<file path="config.mk">
export PLATFORM = sky130hd
export DESIGN_NAME = acq_cmd_sequencer
export DESIGN_NICKNAME = d
export VERILOG_FILES = /design/src/rtl/acq_cmd_sequencer.sv
export SDC_FILE = /design/constraint.sdc
export NUM_CORES = 1
export LEC_CHECK = 0
export ABC_AREA = 1
export BUFFER_PORTS_ARGS = -buffer_cell sky130_fd_sc_hd__buf_2
export CORE_ASPECT_RATIO = 0.8
export CORE_MARGIN = 8
export CORE_UTILIZATION = 50
export CTS_BUF_LIST = sky130_fd_sc_hd__clkbuf_4 sky130_fd_sc_hd__clkbuf_8
export DETAILED_ROUTE_END_ITERATION = 8
export HOLD_SLACK_MARGIN = 0.12
export PLACE_DENSITY = 0.67
export SETUP_SLACK_MARGIN = 0.02
export SLEW_MARGIN = 10
export SYNTH_ARGS = -nofsm -noshare
export SYNTH_HDL_FRONTEND = slang
export SYNTH_SLANG_ARGS = --single-unit
</file>
<file path="constraint.sdc">
create_clock -name Clk -period 3.2 [get_ports Clk]
set_input_delay 0.8 -clock Clk [delete_from_list [all_inputs] [get_ports Clk]]
set_output_delay 0.8 -clock Clk [all_outputs]
set_load 0.01 [all_outputs]
</file>
<file path="src/rtl/acq_cmd_sequencer.sv">
// acq_cmd_sequencer
//  Parses 8-byte command frames (55 A5 ADDR D3 D2 D1 D0 F0) from the UDP RX
//  payload stream, holds the acquisition config registers and sequences one
//  ADC capture burst per start command.
// Ports
//  Clk          in   system clock
//  reset        in   synchronous, active-high reset
//  rx_data      in   payload byte, qualified by rx_valid
//  rx_valid     in   one payload byte this cycle
//  rx_last      in   with rx_valid: last payload byte of the packet
//  ch_sel       out  channel select register (bit0 = ad_in1, bit1 = ad_in2)
//  sample_en    out  high for the whole capture window
//  adc_data_en  out  1-cycle strobe: latch one ADC sample
//  tx_en_pulse  out  1-cycle request to UDP TX to send the buffer
//  tx_done      in   UDP TX finished (rising edge used)
//  busy         out  sequencer not idle
//  err_cnt      out  saturating command error counter (only with CMD_ERR_CNT_EN)
// Optional feature macro: CMD_ERR_CNT_EN
module acq_cmd_sequencer #(
   parameter int unsigned CNT_W   = 24,
   parameter int unsigned DIV_W   = 16,
   parameter int unsigned DIV_RST = 49,
   parameter int unsigned CNT_RST = 256
) (
   input  logic       Clk,
   input  logic       reset,
   input  logic [7:0] rx_data,
   input  logic       rx_valid,
   input  logic       rx_last,
   output logic [1:0] ch_sel,
   output logic       sample_en,
   output logic       adc_data_en,
   output logic       tx_en_pulse,
   input  logic       tx_done,
   output logic       busy
`ifdef CMD_ERR_CNT_EN
   ,
   output logic [15:0] err_cnt
`endif
);

   typedef enum logic [2:0] {
      P_H0, P_H1, P_ADDR, P_D3, P_D2, P_D1, P_D0, P_TAIL
   } pstate_t;

   typedef enum logic [2:0] {
      S_IDLE, S_ARM, S_SAMPLE, S_TX, S_WAIT
   } sstate_t;

   pstate_t           pstate, pstate_n;
   logic [7:0]        faddr, faddr_n;
   logic [31:0]       fdata, fdata_n;
   logic              commit, commit_n;
   logic              perr_c;

   logic [CNT_W-1:0]  cnt_r;
   logic [DIV_W-1:0]  div_r;

   sstate_t           sstate, sstate_n;
   logic [DIV_W-1:0]  div_sh, div_sh_n;
   logic [CNT_W-1:0]  cnt_sh, cnt_sh_n;
   logic [DIV_W-1:0]  gap, gap_n;
   logic [CNT_W-1:0]  scnt, scnt_n;
   logic              sample_en_n, adc_data_en_n, tx_en_pulse_n, busy_n;
   logic              tx_done_q;
   logic [DIV_W-1:0]  gap_c;
   logic [CNT_W-1:0]  scnt_inc_c;
   logic              start_c;
   logic              tx_edge_c;

   assign start_c   = commit && (faddr == 8'h00) && fdata[0];
   assign tx_edge_c = tx_done && !tx_done_q;

   // Frame parser state register; commit is a registered pulse one cycle after the tail byte
   always_ff @(posedge Clk) begin
      if (reset) begin
         pstate <= P_H0;
         faddr  <= '0;
         fdata  <= '0;
         commit <= 1'b0;
      end else begin
         pstate <= pstate_n;
         faddr  <= faddr_n;
         fdata  <= fdata_n;
         commit <= commit_n;
      end
   end

   // Frame parser next state; faddr/fdata stay stable through the commit cycle
   always_comb begin
      pstate_n = pstate;
      faddr_n  = faddr;
      fdata_n  = fdata;
      commit_n = 1'b0;
      perr_c   = 1'b0;
      if (rx_valid) begin
         if (rx_last && (pstate != P_TAIL)) begin
            pstate_n = P_H0;
            perr_c   = 1'b1;
         end else begin
            case (pstate)
               P_H0:    if (rx_data == 8'h55) pstate_n = P_H1;
               P_H1: begin
                  if (rx_data == 8'hA5)      pstate_n = P_ADDR;
                  else if (rx_data == 8'h55) pstate_n = P_H1;
                  else                       pstate_n = P_H0;
               end
               P_ADDR: begin
                  faddr_n  = rx_data;
                  pstate_n = P_D3;
               end
               P_D3: begin
                  fdata_n  = {fdata[23:0], rx_data};
                  pstate_n = P_D2;
               end
               P_D2: begin
                  fdata_n  = {fdata[23:0], rx_data};
                  pstate_n = P_D1;
               end
               P_D1: begin
                  fdata_n  = {fdata[23:0], rx_data};
                  pstate_n = P_D0;
               end
               P_D0: begin
                  fdata_n  = {fdata[23:0], rx_data};
                  pstate_n = P_TAIL;
               end
               P_TAIL: begin
                  pstate_n = P_H0;
                  if (rx_data == 8'hF0) commit_n = 1'b1;
                  else                  perr_c   = 1'b1;
               end
               default: pstate_n = P_H0;
            endcase
         end
      end
   end

   // Config registers; writes land regardless of sequencer state
   always_ff @(posedge Clk) begin
      if (reset) begin
         ch_sel <= 2'b01;
         cnt_r  <= CNT_W'(CNT_RST);
         div_r  <= DIV_W'(DIV_RST);
      end else if (commit) begin
         case (faddr)
            8'h01:   ch_sel <= fdata[1:0];
            8'h02:   cnt_r  <= fdata[CNT_W-1:0];
            8'h03:   div_r  <= fdata[DIV_W-1:0];
            default: ;
         endcase
      end
   end

   // Sequencer state and registered outputs
   always_ff @(posedge Clk) begin
      if (reset) begin
         sstate      <= S_IDLE;
         div_sh      <= '0;
         cnt_sh      <= '0;
         gap         <= '0;
         scnt        <= '0;
         sample_en   <= 1'b0;
         adc_data_en <= 1'b0;
         tx_en_pulse <= 1'b0;
         busy        <= 1'b0;
         tx_done_q   <= 1'b0;
      end else begin
         sstate      <= sstate_n;
         div_sh      <= div_sh_n;
         cnt_sh      <= cnt_sh_n;
         gap         <= gap_n;
         scnt        <= scnt_n;
         sample_en   <= sample_en_n;
         adc_data_en <= adc_data_en_n;
         tx_en_pulse <= tx_en_pulse_n;
         busy        <= busy_n;
         tx_done_q   <= tx_done;
      end
   end

   // Sequencer next state; gap counts idle cycles left before the next strobe
   always_comb begin
      sstate_n      = sstate;
      div_sh_n      = div_sh;
      cnt_sh_n      = cnt_sh;
      gap_n         = gap;
      scnt_n        = scnt;
      sample_en_n   = sample_en;
      adc_data_en_n = 1'b0;
      tx_en_pulse_n = 1'b0;
      gap_c         = adc_data_en ? div_sh : gap;
      scnt_inc_c    = scnt + CNT_W'(1);
      case (sstate)
         S_IDLE: begin
            if (start_c && (cnt_r != '0)) begin
               sstate_n = S_ARM;
               div_sh_n = div_r;
               cnt_sh_n = cnt_r;
            end
         end
         S_ARM: begin
            sstate_n      = S_SAMPLE;
            sample_en_n   = 1'b1;
            adc_data_en_n = 1'b1;
            gap_n         = '0;
            scnt_n        = '0;
         end
         S_SAMPLE: begin
            if (adc_data_en) scnt_n = scnt_inc_c;
            if (adc_data_en && (scnt_inc_c == cnt_sh)) begin
               sstate_n      = S_TX;
               sample_en_n   = 1'b0;
               tx_en_pulse_n = 1'b1;
            end else if (gap_c == '0) begin
               adc_data_en_n = 1'b1;
            end else begin
               gap_n = gap_c - DIV_W'(1);
            end
         end
         S_TX:    sstate_n = S_WAIT;
         S_WAIT:  if (tx_edge_c) sstate_n = S_IDLE;
         default: sstate_n = S_IDLE;
      endcase
      busy_n = (sstate_n != S_IDLE);
   end

`ifdef CMD_ERR_CNT_EN
   logic [1:0]  err_inc_c;
   logic [16:0] err_sum_c;
   logic        unused_c;

   // Frame errors and commit-side errors can coincide in one cycle with back-to-back frames
   assign err_inc_c = 2'(perr_c)
                    + 2'(commit && ((faddr > 8'h03) || (start_c && (sstate != S_IDLE))));
   assign err_sum_c = {1'b0, err_cnt} + 17'(err_inc_c);
   assign unused_c  = ^fdata;

   // Saturating error counter
   always_ff @(posedge Clk) begin
      if (reset)             err_cnt <= '0;
      else if (err_sum_c[16]) err_cnt <= 16'hFFFF;
      else                   err_cnt <= err_sum_c[15:0];
   end
`else
   logic unused_c;
   assign unused_c = ^{fdata, perr_c};
`endif

endmodule
</file>
==> summary.txt <==
Clock network
  • Hold Buf Count CTS: 0
  • Clk buf depth: 2
  • Worst skew pair latency: 0.45 ns
  • TritonCTS clock tree: done
  • PostCTS Resize Cnt: 0
  • Post-CTS setup buffers: 0
  • Clock Pin Slew Worst Setup and Hold Paths: 0.09 ns
  • Root Buffer: clkbuf_8
  • Clk sink count: 166
  • H-tree levels: 4
  • CTS buffer count: 17

Setup path
  • Critical setup path kind: register to register
  • Crit path DAT: 3.14 ns
  • Reg-to-reg endpoint: gap[1]$_SDFFE_PP0P_
  • Reg2reg setup slack: 0.41 ns
  • Startpoint types: register
  • R2R depth: 18
  • Worst reg2reg startpoint: scnt[0]$_SDFFE_PP0P_
  • Worst Path Required: 3.55 ns
  • CP Capture Type: register
  • Critical path fanouts, max: 33

Routing
  • Post-route DRC: 0
  • First-iteration detailed-routing DRC count: 675
  • DRT Wirelength: 20.36 mm
  • DR vias/cell: 5.330
  • Post-DRT Antenna Nets: 0
  • Pre-Repair DR Iteration Count: 5
  • Routed wirelength normalized by instance count: 14.69 um
  • Vias: 7388

STA
  • Final setup vio count: 0
  • TNS Setup: 0 ns
  • Slew @ Worst Pin: 0.8132 ns
  • Rel. slew slack: 0.4573
  • Achievable Freq: 358.5 MHz
  • Max Transition Viols Final: 0
  • RSZ-0062 raised after global routing: no
  • Final hold violations: 0
  • Clock skew: 0.01322 ns
  • Minimum clock period: 2.789 ns
  • Ratio of final minimum period to clock period: 0.8716

Global routing
  • Initial antenna violation count: 0
  • Vias in the first global route: 6446
  • Congestion Overflow GR: 0
  • Total track usage: 0.2020
  • First-pass GRT wire length: 33.11 mm
  • Largest net degree at the start of global routing: 116

Finish
  • Sequential Area: 3323 um^2
  • Area growth syn-to-layout: 7.422%
  • Commonest cells after routing, fill and taps aside: 226 x nand2_1, 166 x dfxtp_1, 150 x a21oi_1, 125 x o21ai_0, 122 x inv_1
  • Antenna Cells: 0
  • Filler instances: 1601
  • Layout cell share with drive strength beyond 1: 0.1042
  • Fin area: 8692 um^2
  • Nets: 1175
  • Commonest non-fill, non-tap cell in the layout: nand2_1
  • Fin cells: 1386
  • Multi-input gate area: 4026 um^2

Floorplanning
  • Initial core utilization: 0.5121
  • Die area: 20530 um^2
  • Rows: 41
  • IO Count: 19
  • Die H: 129.8 um
  • Core area: 15800 um^2
  • Die width: 158.2 um

Synthesis
  • Synth Register Bits: 166
  • Syn_nets: 1173
  • Seq/Total Area, Yosys: 0.4107
  • Syn Area/Cell: 6.987 um^2
  • Synth Warn #: 0
  • Synth unique cells: 39
  • Mapped Area: 8092 um^2
  • Post-Syn Instances: 1158

Worst hold path
  • Hold WC Path Type: register to register
  • Worst hold path startpoint: div_r[5]$_SDFFE_PP1P_
  • Worst Hold End: div_sh[5]$_SDFFE_PP0P_
  • Hold-critical path depth: 2

Power
  • Lkg Pwr: 3.490 nW
  • Worst IR drop on VDD: 284.9 uV
  • PwrDens: 406.1 nW/um^2
  • Total Power Consumption: 0.003530 W

Placed design
  • Post-DP HPWL: 14.43 mm
  • DP Area: 8337 um^2
  • Placed Cells: 1356
  • GP Congestion: 0.8521
  • IO buf count: 18

Status
  • Run status: finished clean

Flow run
  • Max-Cap Viols: 0
[state kept, by name, indices dropped and copies added (netlist names), 2 cells and up]
| register | flops |
|---|---|
| cnt_r | 24 |
| cnt_sh | 24 |
| fdata | 24 |
| scnt | 24 |
| div_r | 16 |
| div_sh | 16 |
| gap | 16 |
| faddr | 8 |
| pstate | 3 |
| sstate | 3 |
| ch_sel | 2 |
[report_power, final]
group	switching, W	internal (W)	total, W	leakage (nW)
Sequential	0.00000105	0.00206	0.00207	1.34
Combinational	0.0000519	0.0000206	0.0000725	1.97
Clock	0.000785	0.000607	0.00139	0.178
[how the worst max path moves through the flow]
stage | startpoint | endpoint | depth (start not counted)
after detailed placement | scnt[0]$_SDFFE_PP0P_ | gap[1]$_SDFFE_PP0P_ | 18
after CTS | scnt[0]$_SDFFE_PP0P_ | gap[1]$_SDFFE_PP0P_ | 18
final | scnt[0]$_SDFFE_PP0P_ | gap[1]$_SDFFE_PP0P_ | 18
after floorplan | adc_data_en$_SDFF_PP0_ | gap[0]$_SDFFE_PP0P_ | 18
after global routing | scnt[0]$_SDFFE_PP0P_ | busy$_SDFF_PP0_ | 15
after global placement | scnt[0]$_SDFFE_PP0P_ | gap[1]$_SDFFE_PP0P_ | 16
[per-stage QoR]
step	setup slack (ns)	util	hold slack (ns)
final	0.4109	0.5501	0.4634
after global routing	0.05809	0.5501	0.4743
after CTS	0.4396	0.5501	0.4612
after detailed placement	0.4738	0.5276	0.4458
after global placement	0.5298	0.5276	0.4424
after floorplan	0.7604	-	0.4293
[cell type report]
class,count,area share
clock buffer,21,0.03253
clock inverter,9,0.008349
inverter,130,0.05614
multi-input combinational,810,0.4632
sequential,166,0.3823
tap,215,0.03095
timing repair buffer,35,0.02649
[per-layer routing]
layer  GRT usage  up-vias  wire length [um]
met3     0.03866       13              1036
met1      0.3028     3390             10750
li1            -     3824                 -
met2      0.2888      161              8401
met5           0        -                 0
met4     0.05202        0               166
[worst max-delay path, cell delays in order (launching register included)]
cell	delay (ns)
dfxtp_1	0.44
ha_1	0.24
nand2_2	0.11
nor2_4	0.19
nand2_2	0.12
nand2_1	0.07
nand2_1	0.07
nand2_1	0.09
nand2_1	0.05
inv_1	0.05
nand2_1	0.05
nor2_1	0.13
nand3_1	0.11
nor2_2	0.16
nand3_4	0.40
nand2_1	0.21
nand2_1	0.07
nand2_1	0.06
nor2_1	0.04
[synthesized netlist by cell type, drive strengths merged]
library cell,instances,area [um^2]
o211ai,4,30.03
and2,3,18.77
o31ai,1,7.510
nor3,15,85.08
o21a,1,7.510
clkinv,1,3.750
nand3b,9,67.56
or4,2,15.01
xnor3,3,67.56
nor4,7,43.79
or2,15,93.84
clkbuf,38,142.6
dfxtp,166,3323
nor2,112,500.5
xor2,3,26.28
a21oi,150,750.7
ha,2,25.02
xnor2,1,8.760
nand3,102,593.1
mux2i,5,50.05
nand2,235,909.6
buf,14,122.6
inv,129,484.2
o21ai,129,645.6
nand4,11,68.82
[logic make-up (layout without fill, tap and decap cells)]
family          Yosys count  in the layout  synth area share
buf+inv                 182            195           0.09309
flops                   166            166            0.4107
compound gates          285            285            0.1781
simple gates            511            511            0.2961
mux                       5              5          0.006185
xor+xnor                  7              7           0.01268
fa+ha+maj                 2              2          0.003092
(Power assumes the default switching activity.)
